[config.mk]
export PLATFORM = sky130hd
export DESIGN_NAME = e_clkgen_flat
export DESIGN_NICKNAME = d
export VERILOG_FILES = /design/src/rtl/e_clkgen_if.sv /design/src/rtl/e_clkgen.sv /design/src/flat_wrapper.sv
export SDC_FILE = /design/constraint.sdc
export NUM_CORES = 1
export LEC_CHECK = 0
export CAP_MARGIN = 20
export CORE_AREA = 2 2 39 41
export CTS_CLUSTER_SIZE = 40
export DETAILED_ROUTE_END_ITERATION = 6
export DIE_AREA = 0 0 41 43
export SKIP_CTS_REPAIR_TIMING = 1
export SLEW_MARGIN = 15
export SYNTH_ARGS = -nofsm -noshare
export SYNTH_HDL_FRONTEND = slang
export SYNTH_SLANG_ARGS = --single-unit
export TNS_END_PERCENT = 100
[constraint.sdc]
create_clock -name CLKX4 -period 1.5 [get_ports CLKX4]
set_input_delay 0.375 -clock CLKX4 [delete_from_list [all_inputs] [get_ports CLKX4]]
set_output_delay 0.375 -clock CLKX4 [all_outputs]
set_load 0.1 [all_outputs]
[src/rtl/e_clkgen_if.sv]
//------------------------------------------------------------------------------
// e_clkgen_if
//   Bus bundle between the E/Q clock generator and its user.
//   Revision: 1.0
//
//   Signals
//     ENABLE       run request (driven by master)
//     MRDY         memory ready, low requests an E stretch (driven by master)
//     EX, QX       E and Q clocks for the 6809E (driven by slave)
//     PHASE[1:0]   current phase number 0..3 (driven by slave)
//     CYCLE_START  one-clock strobe on entry to phase 1 (driven by slave)
//     STRETCHING   high while E is held by MRDY (driven by slave)
//     STRETCH_TO   one-clock strobe when the stretch limit ends a cycle
//
//   Modports
//     master  system side: drives ENABLE/MRDY, observes the clock outputs
//     slave   the clock generator itself
//------------------------------------------------------------------------------
`default_nettype none

interface e_clkgen_if;
    logic       ENABLE;
    logic       MRDY;
    logic       EX;
    logic       QX;
    logic [1:0] PHASE;
    logic       CYCLE_START;
    logic       STRETCHING;
    logic       STRETCH_TO;

    modport master (
        output ENABLE,
        output MRDY,
        input  EX,
        input  QX,
        input  PHASE,
        input  CYCLE_START,
        input  STRETCHING,
        input  STRETCH_TO
    );

    modport slave (
        input  ENABLE,
        input  MRDY,
        output EX,
        output QX,
        output PHASE,
        output CYCLE_START,
        output STRETCHING,
        output STRETCH_TO
    );
endinterface

`default_nettype wire

[src/rtl/e_clkgen.sv]
//------------------------------------------------------------------------------
// e_clkgen
//   Quadrature E/Q clock generator for the 6809E, derived from CLKX4.
//   One phase per CLKX4 cycle (P0..P3). The E-high phase (P3) can be
//   stretched by MRDY low, up to MAX_STRETCH extra CLKX4 cycles per bus
//   cycle; a stretch ended by the limit raises STRETCH_TO for one cycle.
//   Revision: 1.0
//
//   Ports
//     CLKX4   in   master clock, all state changes on its rising edge
//     nRESET  in   asynchronous active-low reset
//     bus     slave modport of e_clkgen_if (ENABLE, MRDY in; EX, QX,
//             PHASE, CYCLE_START, STRETCHING, STRETCH_TO out)
//
//   Parameters
//     MAX_STRETCH  maximum extra E-high CLKX4 cycles per bus cycle (1..15)
//     CNT_W        stretch counter width, must hold MAX_STRETCH
//
//   Build option
//     CLKGEN_MRDY_SYNC_EN  when defined, MRDY passes through a 2-flop
//                          synchroniser (reset to 1) before use in P3;
//                          otherwise the raw pin is used at the edge.
//------------------------------------------------------------------------------
`default_nettype none

module e_clkgen #(
    parameter int MAX_STRETCH = 8,
    parameter int CNT_W       = 4
) (
    input  wire logic   CLKX4,
    input  wire logic   nRESET,
    e_clkgen_if.slave   bus
);

    localparam logic [CNT_W-1:0] c_MAX_STRETCH = CNT_W'(MAX_STRETCH);
    localparam logic [CNT_W-1:0] c_CNT_ONE     = CNT_W'(1);

    typedef enum logic [1:0] {
        P0 = 2'd0,
        P1 = 2'd1,
        P2 = 2'd2,
        P3 = 2'd3
    } phase_e;

    phase_e           state_q, state_d;
    logic [CNT_W-1:0] cnt_q, cnt_d;
    logic             ex_q, ex_d;
    logic             qx_q, qx_d;
    logic             cs_q, cs_d;
    logic             str_q, str_d;
    logic             to_q, to_d;
    logic             mrdy_eff;

`ifdef CLKGEN_MRDY_SYNC_EN
    // Two-stage synchroniser; reset high so no stretch is requested
    // before the first real samples arrive.
    logic mrdy_s1_q;
    logic mrdy_s2_q;

    always_ff @(posedge CLKX4 or negedge nRESET) begin
        if (!nRESET) begin
            mrdy_s1_q <= 1'b1;
            mrdy_s2_q <= 1'b1;
        end else begin
            mrdy_s1_q <= bus.MRDY;
            mrdy_s2_q <= mrdy_s1_q;
        end
    end

    assign mrdy_eff = mrdy_s2_q;
`else
    assign mrdy_eff = bus.MRDY;
`endif

    // State and registered outputs
    always_ff @(posedge CLKX4 or negedge nRESET) begin
        if (!nRESET) begin
            state_q <= P0;
            cnt_q   <= '0;
            ex_q    <= 1'b0;
            qx_q    <= 1'b0;
            cs_q    <= 1'b0;
            str_q   <= 1'b0;
            to_q    <= 1'b0;
        end else begin
            state_q <= state_d;
            cnt_q   <= cnt_d;
            ex_q    <= ex_d;
            qx_q    <= qx_d;
            cs_q    <= cs_d;
            str_q   <= str_d;
            to_q    <= to_d;
        end
    end

    // Next state. Every path into P0 clears the counter and the
    // stretching flag, so they are already clear while PHASE reads 0.
    always_comb begin
        state_d = state_q;
        cnt_d   = cnt_q;
        str_d   = str_q;
        to_d    = 1'b0;

        case (state_q)
            P0: begin
                cnt_d = '0;
                str_d = 1'b0;
                if (bus.ENABLE) begin
                    state_d = P1;
                end
            end
            P1: begin
                state_d = P2;
            end
            P2: begin
                state_d = P3;
            end
            P3: begin
                if (mrdy_eff) begin
                    state_d = P0;
                    cnt_d   = '0;
                    str_d   = 1'b0;
                end else if (cnt_q < c_MAX_STRETCH) begin
                    cnt_d   = cnt_q + c_CNT_ONE;
                    str_d   = 1'b1;
                end else begin
                    // Limit reached: leave P3 regardless of MRDY.
                    state_d = P0;
                    cnt_d   = '0;
                    str_d   = 1'b0;
                    to_d    = 1'b1;
                end
            end
            default: begin
                state_d = P0;
                cnt_d   = '0;
                str_d   = 1'b0;
            end
        endcase
    end

    // Clock outputs are decoded from the next state and registered, so
    // they change together with PHASE and never glitch from inputs.
    always_comb begin
        ex_d = (state_d == P2) || (state_d == P3);
        qx_d = (state_d == P1) || (state_d == P2);
        cs_d = (state_d == P1);
    end

    assign bus.EX          = ex_q;
    assign bus.QX          = qx_q;
    assign bus.PHASE       = state_q;
    assign bus.CYCLE_START = cs_q;
    assign bus.STRETCHING  = str_q;
    assign bus.STRETCH_TO  = to_q;

endmodule

`default_nettype wire

[src/flat_wrapper.sv]
// flat-port wrapper written by rule: the top's interface ports become plain ports
module e_clkgen_flat 
#(
    parameter int MAX_STRETCH = 8,
    parameter int CNT_W       = 4
)
  (CLKX4, nRESET, bus_ENABLE, bus_MRDY, bus_EX, bus_QX, bus_PHASE, bus_CYCLE_START, bus_STRETCHING, bus_STRETCH_TO);
  e_clkgen_if bus_i ();
  input  wire logic CLKX4;
  input  wire logic nRESET;
  input wire logic [$bits(bus_i.ENABLE)-1:0] bus_ENABLE;
  input wire logic [$bits(bus_i.MRDY)-1:0] bus_MRDY;
  output wire logic [$bits(bus_i.EX)-1:0] bus_EX;
  output wire logic [$bits(bus_i.QX)-1:0] bus_QX;
  output wire logic [$bits(bus_i.PHASE)-1:0] bus_PHASE;
  output wire logic [$bits(bus_i.CYCLE_START)-1:0] bus_CYCLE_START;
  output wire logic [$bits(bus_i.STRETCHING)-1:0] bus_STRETCHING;
  output wire logic [$bits(bus_i.STRETCH_TO)-1:0] bus_STRETCH_TO;
  assign bus_i.ENABLE = bus_ENABLE;
  assign bus_i.MRDY = bus_MRDY;
  assign bus_EX = bus_i.EX;
  assign bus_QX = bus_i.QX;
  assign bus_PHASE = bus_i.PHASE;
  assign bus_CYCLE_START = bus_i.CYCLE_START;
  assign bus_STRETCHING = bus_i.STRETCHING;
  assign bus_STRETCH_TO = bus_i.STRETCH_TO;
  e_clkgen #(.MAX_STRETCH(MAX_STRETCH), .CNT_W(CNT_W)) u_core (.CLKX4(CLKX4), .nRESET(nRESET), .bus(bus_i));
endmodule
==> results.toml, run 1 <==
[placement]
placed_cells = 77
dpl.hpwl_um = 684
numPortBuffers = 10
place.gp.congestion = 0.770

[routing]
ant_nets = 0
viasPerCell = 4.60
drc = 0
via_count = 373
wl_met2_um = 397
wire_per_inst_um = 10.7
dr.pass1.iters = 4
met1Wirelength_um = 409
drtIter0Drc = 6
finalWirelength_um = 866
dr_wl_met3_um = 39
top_layer = "met4"

[status]
violations = "setup timing"
outcome = "finished, violations left"

[synth]
synthesis.area_sq_um = 500
synth-edff-count = 0
synth_cell_types = 20
synthArstFlopShare = 1.00
synth_top_area_frac = 0.500
ys_top_cells_by_area = "dfrtp_1 50%, ha_1 15%, a21o_1 4.5%"
ys_ff_latch = 10
avgSynthCellArea_sq_um = 10.9
synth-warning-count = 0
synth_common_cells = "10 x dfrtp_1, 6 x ha_1, 4 x nand2_1, 4 x nor2_1"
yosysSeqAreaShare = 0.500
synth_top_area_cell = "dfrtp_1"
syn_nets = 56
yosysMostFrequentCell = "dfrtp_1"
synth_ff_type = "dfrtp_1"
netlist_instances = 46

[min_path]
hp-class = "in2async"

[sta]
relSlewSlack = 0.682
rsz0062_at_grt = "true"
fin_setup_tns_ps = -102
period_share = 1.07
clock-skew-final_ps = 2.67
finalSetupViolations = 2
min_period_ps = 1600
hold_viol = 0
clock.fmax_ghz = 0.625
final_max_slew_viol_count = 0
worst_pin_slew_ps = 475
setup_ws_ps = -99.1

[setup_path]
r2r-end = "u_core.bus.QX$_DFF_PN0_"
critPathLaunch = "bus_MRDY"
cp_data_required_time_ps = 1660
cp_max_fo = 3
crit_type = "in2reg"
cp.arrival_ps = 1760
rrSetupSlack_ps = -100
cp-start-kind = "primary input"
r2r-start = "u_core.bus.EX$_DFF_PN0_"
r2r_cells = 6
cp-end-kind = "flip-flop"

[clocking]
root_buffer = "clkbuf_4"
path_clk_slew_ps = 60
insertion_delay_ps = 260
cts_tree = "done"
clockBufferDepth = 2
cts.sinks = 10
htreeDepth = 1
numCtsBuffers = 3

[floorplan]
start_util = 0.362
dieArea_sq_mm = 0.00176
die_w_um = 41
boundaryPins = 11
num_rows = 14
die_h_um = 43
core_sq_mm = 0.00138

[cells_and_area]
fin_cells = 81
drive_gt1_frac = 0.415
syn_to_final_growth_pct = 62.7
fillers = 113
layout.nets = 76
diodes = 0

[global_route]
antenna_found_initial = 0
grt_pass1_vias = 382
grt.overflow.total = 0
grt_start_max_net_pins = 11
grt_pass1_wl_um = 1540
track_usage = 0.131

[run]
maxCapViolCount = 0
[flip-flops by register name, indices dropped and copies added (netlist names)]
name	flops
u_core.bus.STRETCHING	1
u_core.bus.EX	1
u_core.bus.CYCLE_START	1
u_core.bus.STRETCH_TO	1
u_core.cnt_q	4
u_core.bus.QX	1
u_core.bus.PHASE	1
[cells in the final DEF (no fill, tap or decap), types with 2 or more instances in the layout]
| master | n |
|---|---|
| o21ai_0 | 3 |
| clkbuf_4 | 3 |
| nand2_1 | 4 |
| dfrtp_1 | 8 |
| buf_12 | 7 |
| nor2_1 | 4 |
| a21o_1 | 3 |
| clkdlybuf4s50_1 | 3 |
| dfrtp_4 | 2 |
| buf_4 | 7 |
| ha_1 | 4 |
| inv_1 | 3 |
[area by class of cell]
| cell class | count | area, sq um | area share |
|---|---|---|---|
| inverters | 3 | 11.3 | 0.0138 |
| well taps | 16 | 20.0 | 0.0246 |
| flip-flops and latches | 10 | 258 | 0.316 |
| clock buffers | 4 | 26.3 | 0.0323 |
| multi-input cells | 31 | 277 | 0.339 |
| repair buffers | 17 | 223 | 0.273 |
[kinds of logic after synthesis]
group,count (synthesis),share of synthesized area
buf+inv,5,0.0450
simple gates,15,0.180
compound gates,10,0.125
fa+ha+maj,6,0.150
flops,10,0.500
[per-layer routing]
metal / track usage / vias to the layer above
li1: - / 193
met1: 0.177 / 167
met2: 0.181 / 11
met3: 0.0157 / 2
met4: 0.100 / 0
met5: 0 / -
[critical path, cell delays in order]
cell	delay, ps
clkdlybuf4s50_1	450
or3b_4	410
o21ai_4	150
a21oi_2	70
ha_1	270
inv_1	30
[worst max-delay path by stage]
stage	to	slack, ps	cells after the start
2_1_floorplan	u_core.bus.QX$_DFF_PN0_	-340	6
3_3_place_gp	u_core.bus.QX$_DFF_PN0_	-330	6
4_1_cts	u_core.bus.QX$_DFF_PN0_	-90	6
3_5_place_dp	u_core.bus.QX$_DFF_PN0_	-340	6
6_report	u_core.bus.QX$_DFF_PN0_	-100	6
5_1_grt	u_core.bus.QX$_DFF_PN0_	-160	7
[metrics by stage]
stage	instance area (sq um)	hold slack [ps]	utilization	setup slack (ps)
CTS	782	450	0.565	-94.7
global route	815	459	0.589	-158
floorplan	526	79.4	-	-342
finish	815	441	0.589	-99.1
global placement	756	496	0.546	-331
detailed placement	756	502	0.546	-341
Power of run 1 is left out: the tool's default activity adds up to more than one toggle a clock period on the data nets, which glitch-free logic cannot reach.
==> inputs of run 2 (changes only) <==
Settings changed: MAX_ROUTING_LAYER set to met4.
==> results of run 2 <==
Final layout, timing and power as in run 1 (identical DEF).
Main changes from that run: final weighted congestion in routability-driven placement 0.770 -> 0.780; overall routing resource usage 0.131 -> 0.134
Power of run 2 is left out for the same reason.
